### src/rtl/hash_sequencer.sv
// hash_sequencer: byte-serial control sequencer for a round-based hash datapath.
// Each accepted byte gets one load strobe and eight byte rounds; after the
// final byte, eight counter rounds run and the resulting R_h is captured as
// the digest, held until the consumer acknowledges it.
//
// state   | meaning
// --------+------------------------------------------------------------
// IDLE    | waiting for a message; all control outputs low
// INIT    | one-cycle start pulse to re-initialise the datapath
// LOAD    | msg_ready high; waiting for an upstream byte
// LATCH   | one-cycle validate_input with the new byte stable on B
// MROUND  | eight byte rounds, R_i = 0..7, switch_operation = 0
// CROUND  | eight counter rounds, R_i = 0..7, switch_operation = 1
// CAPTURE | all control low; digest loads R_h at the end of this cycle
// DONE    | digest_valid high until digest_ack

module hash_sequencer (
  input  logic        clock,
  input  logic        rstn,
  input  logic        msg_valid,
  input  logic [7:0]  msg_data,
  input  logic        msg_last,
  output logic        msg_ready,
  input  logic [31:0] R_h,
  output logic [7:0]  B,
  output logic        start,
  output logic        validate_input,
  output logic        switch_operation,
  output logic        validate_R_h,
  output logic [2:0]  R_i,
  output logic [31:0] digest,
  output logic        digest_valid,
  input  logic        digest_ack
);

  typedef enum logic [2:0] {
    IDLE    = 3'd0,
    INIT    = 3'd1,
    LOAD    = 3'd2,
    LATCH   = 3'd3,
    MROUND  = 3'd4,
    CROUND  = 3'd5,
    CAPTURE = 3'd6,
    DONE    = 3'd7
  } state_t;

  state_t state;
  logic   last_flag;

  // Sequencer: every output is registered and set on entry to the state
  // that owns it, so the outputs are a pure function of the current state.
  // R_i doubles as the round counter and is cleared on every round exit.
  always_ff @(posedge clock or negedge rstn) begin
    if (!rstn) begin
      state            <= IDLE;
      last_flag        <= 1'b0;
      B                <= 8'h00;
      digest           <= 32'h0000_0000;
      msg_ready        <= 1'b0;
      start            <= 1'b0;
      validate_input   <= 1'b0;
      switch_operation <= 1'b0;
      validate_R_h     <= 1'b0;
      R_i              <= 3'd0;
      digest_valid     <= 1'b0;
    end else begin
      case (state)
        IDLE: begin
          if (msg_valid) begin
            state <= INIT;
            start <= 1'b1;
          end
        end

        INIT: begin
          start     <= 1'b0;
          msg_ready <= 1'b1;
          state     <= LOAD;
        end

        LOAD: begin
          // msg_ready is high throughout LOAD, so msg_valid alone is the handshake
          if (msg_valid) begin
            B              <= msg_data;
            last_flag      <= msg_last;
            msg_ready      <= 1'b0;
            validate_input <= 1'b1;
            state          <= LATCH;
          end
        end

        LATCH: begin
          validate_input   <= 1'b0;
          validate_R_h     <= 1'b1;
          switch_operation <= 1'b0;
          R_i              <= 3'd0;
          state            <= MROUND;
        end

        MROUND: begin
          if (R_i == 3'd7) begin
            R_i <= 3'd0;
            if (last_flag) begin
              switch_operation <= 1'b1;
              state            <= CROUND;
            end else begin
              validate_R_h <= 1'b0;
              msg_ready    <= 1'b1;
              state        <= LOAD;
            end
          end else begin
            R_i <= R_i + 3'd1;
          end
        end

        CROUND: begin
          if (R_i == 3'd7) begin
            R_i              <= 3'd0;
            validate_R_h     <= 1'b0;
            switch_operation <= 1'b0;
            state            <= CAPTURE;
          end else begin
            R_i <= R_i + 3'd1;
          end
        end

        CAPTURE: begin
          digest       <= R_h;
          digest_valid <= 1'b1;
          last_flag    <= 1'b0;
          state        <= DONE;
        end

        DONE: begin
          if (digest_ack) begin
            digest_valid <= 1'b0;
            state        <= IDLE;
          end
        end

        default: begin
          state <= IDLE;
        end
      endcase
    end
  end

endmodule

### config.mk
export PLATFORM = sky130hd
export DESIGN_NAME = hash_sequencer
export DESIGN_NICKNAME = d
export VERILOG_FILES = /design/src/rtl/hash_sequencer.sv
export SDC_FILE = /design/constraint.sdc
export NUM_CORES = 1
export LEC_CHECK = 0
export ABC_CLOCK_PERIOD_IN_PS = 1400
export BUFFER_PORTS_ARGS = -buffer_cell sky130_fd_sc_hd__buf_2
export CAP_MARGIN = 20
export CORE_UTILIZATION = 35
export DETAILED_ROUTE_END_ITERATION = 7
export PLACE_DENSITY = 0.61
export SYNTH_ARGS = -nofsm -noshare
export SYNTH_HDL_FRONTEND = slang
export SYNTH_SLANG_ARGS = --single-unit
### constraint.sdc
create_clock -name clock -period 1.4 [get_ports clock]
set_input_delay 0.14 -clock clock [delete_from_list [all_inputs] [get_ports clock]]
set_output_delay 0.14 -clock clock [all_outputs]
set_load 0.01 [all_outputs]
==> results by group <==
Critical path
  – FF-to-FF Start: state[2]
  – CP peak stage delay: 0.46 ns
  – Worst path buffer plus inverter count: 1
  – CP cell instances: nor2b_4 -> and3b_2 -> buf_12 -> mux2_4
  – Highest-delay cell along the critical path: dfrtp_2
  – Family with the most delay on the worst path: flip-flops
  – Worst Setup End Kind: flip-flop
  – WP data arrival: 1.54 ns
  – CP startpoint kind: flip-flop
  – Worst reg2reg path depth: 4
  – Critical path class: reg -> reg
  – CP max FO: 9
  – Worst endpoint required time: 1.59 ns
  – Worst reg-to-reg setup slack: 0.05 ns
  – Reg2reg end: B[7]

Clock network
  – Clock Path Buffers: 2
  – H-tree Lvls: 2
  – CTS sink cnt: 53
  – Worst-Skew Late Latency: approximately 0.3 ns
  – Worst-path clk slew: 0.09 ns
  – CTS Buf Count: 5
  – Root buffer cell: clkbuf_8
  – CTS tree: built

Synth
  – Top post-synthesis cells by count: dfrtp_1 (53), mux2_2 (30), a21oi_1 (11), mux2_4 (8), buf_6 (6)
  – Post-synth EDFFs: 0
  – Syn Inst Count: 162
  – Distinct cells, synth: 29
  – Synth area leaders: dfrtp_1 (59%), mux2_2 (15%), mux2_4 (5.3%)
  – Syn_area_per_cell: approximately 14 um^2
  – #FFs+latches synth: 53
  – Post-Syn Area: ~2300 um^2
  – Sequential share of the synthesized area: 0.5853
  – Post-synth top flop: dfrtp_1
  – Area leader, netlist: dfrtp_1
  – Post-Syn Nets: between 200 and 250
  – Yosys top cell area share: 0.5853
  – Syn. warnings: 0
  – Post-synth ARST share: 1.000
  – Cell with the most instances after synthesis: dfrtp_1

Hold path
  – Hold WC Path Type: in -> reg
  – Min-delay src: R_h[28]
  – Hold worst-path end: digest[28]
  – Hold depth: 2

Global routing
  – Number of global-route vias before repair: 1503
  – Pin count of the biggest net entering global routing: 54
  – GR Util All Layers: 0.1377
  – Initial antenna violation count: 0
  – First-pass GRT wire length: 7051 um
  – Global route overflow: 0

Place
  – I/O Buffers: 93
  – Placer congestion estimate: 0.7429
  – DP HPWL: 3319 um
  – Pre-CTS setup slack: 0.02636 ns

STA
  – Final min period: around 1.3 ns
  – Final cycle utilization of the critical path: 0.9634
  – Max-slew violations: 0
  – F_max: 741.4 MHz
  – Post-route worst setup slack: 0.05120 ns
  – Final setup fails: 0
  – Final Hold Viols: 0
  – Slew @ Worst Pin: 0.2864 ns
  – Max transition margin: 0.8090
  – RSZ-0062 raised after global routing: true
  – Hold Slack: 0.05269 ns
  – Skew final: 0.005027 ns

Cells and area
  – # diodes: 0
  – Layout area overhead: 31.70%
  – Fin nets: 311
  – Share of cells above drive strength 1: 0.5811

Power and ir drop
  – Pwr/cell area: ~2300 nW/um^2
  – Peak supply drop: 1.011 mV
  – Lkg Pwr: 1.456 nW

Drt
  – First-iteration detailed-routing DRC count: 40
  – Remaining antenna violation count after routing: 0
  – Residual DRC: 0
  – DR WL/cell: roughly 14 um
  – Detailed Route WL: 4617 um
  – Vias: 1607
  – DRT Pass-1 Iters: 4
  – Via density: 4.726

Floorplan
  – Std-Cell Core Area: 6096 um^2
  – Initial Util: 0.3717
  – Die height: 82.46 um
  – Io pins: 94
  – Die width: 82.46 um
  – Die area: 6800 um^2
  – Row count: 28

Run status
  – Outcome: completed

Run
  – Max-cap viol count: 0
==> sequential cells by signal (all words and copies together) (netlist names) <==
name,cells
digest_valid,1
B,8
state,3
R_i,3
validate_R_h,1
digest,32
start,1
msg_ready,1
switch_operation,1
last_flag,1
validate_input,1
==> layout by cell type, fill, tap and decap left out, drive strengths merged, types with 4 or more instances in the layout <==
cell type	netlist	final
a21oi	11	11
buf	10	104
clkbuf	0	7
dfrtp	53	53
inv	4	4
mux2	40	40
nand2	4	4
nand2b	4	4
nor2	4	4
nor2b	6	6
o21ai	5	5
o22ai	4	4
==> kinds of logic (layout without fill, tap and decap cells) <==
logic type                 after synthesis  in the layout  share of synthesized area
adders and majority gates                2              2                    0.01104
AOI/OAI and AO/OA                       26             26                    0.06737
buffers and inverters                   14            117                    0.04528
and+or+nand+nor                         25             25                    0.07013
muxes                                   42             42                     0.2209
DFF                                     53             53                     0.5853
==> layer usage <==
layer	track usage	share of wire	vias to the layer above
met2	0.2314	0.46	64
met3	0.03846	0.080	6
met4	0.04211	0.013	0
li1	-	-	774
met5	0	0	-
met1	0.1708	0.44	763
==> how the worst max path moves through the flow <==
stage | startpoint | end | slack [ns] | cells after the start
finish | state[2] | B[7] | 0.05 | 4
global route | R_i[0] | msg_ready | -0.01 | 5
CTS | R_i[0] | state[2] | 0.003 | 4
detailed placement | R_i[1] | msg_ready | 0.03 | 5
global placement | R_i[0] | msg_ready | 0.04 | 5
floorplan | R_i[0] | state[2] | 0.01 | 4
==> per-stage QoR <==
| stage | util | area, um^2 | total power, mW | std cells | TNS, ns |
|---|---|---|---|---|---|
| 6_report | 0.4895 | 2984 | 6.984 | 340 | 0 |
| 5_1_grt | 0.4895 | 2984 | 7.572 | 340 | -0.01342 |
| 4_1_cts | 0.4858 | 2962 | 7.028 | 339 | 0 |
| 3_5_place_dp | 0.4696 | 2863 | 6.147 | 330 | 0 |
| 3_3_place_gp | 0.4696 | 2863 | 6.092 | 330 | 0 |
| 2_1_floorplan | - | 2266 | 4.931 | 162 | 0 |
==> area by class of cell <==
class / count / area (um^2)
fillers: 567 / 3112
repair buffers: 105 / 608.1
flip-flops and latches: 53 / 1328
multi-input cells: 95 / 855.8
clock inverters: 1 / 7.507
clock buffers: 7 / 76.32
well taps: 75 / 93.84
inverters: 4 / 15.01
==> report_power, final <==
part	switching (mW)	leakage (nW)	internal [mW]
clock network	0.494	0.0385	0.355
registers	0.407	0.621	2.31
logic	1.57	0.796	1.85
total	2.47	1.46	4.52
==> worst register-to-register path, stage by stage (launching register included) <==
cell     delay [ns]
dfrtp_2        0.46
nor2b_4        0.13
and3b_2        0.21
buf_12         0.14
mux2_4         0.30
==> repair_timing <==
action / 4_1_cts / 5_1_grt
pin swaps: 0 / 1
gates cloned: 0 / 0
endpoints found under the hold margin: 53 / 0
hold buffers: 1 / 0
buffers inserted: 0 / 1
endpoints found under the setup margin: 1 / 10
gates resized for setup: 1 / 4
Note: power is estimated with default switching activity, not from simulation.
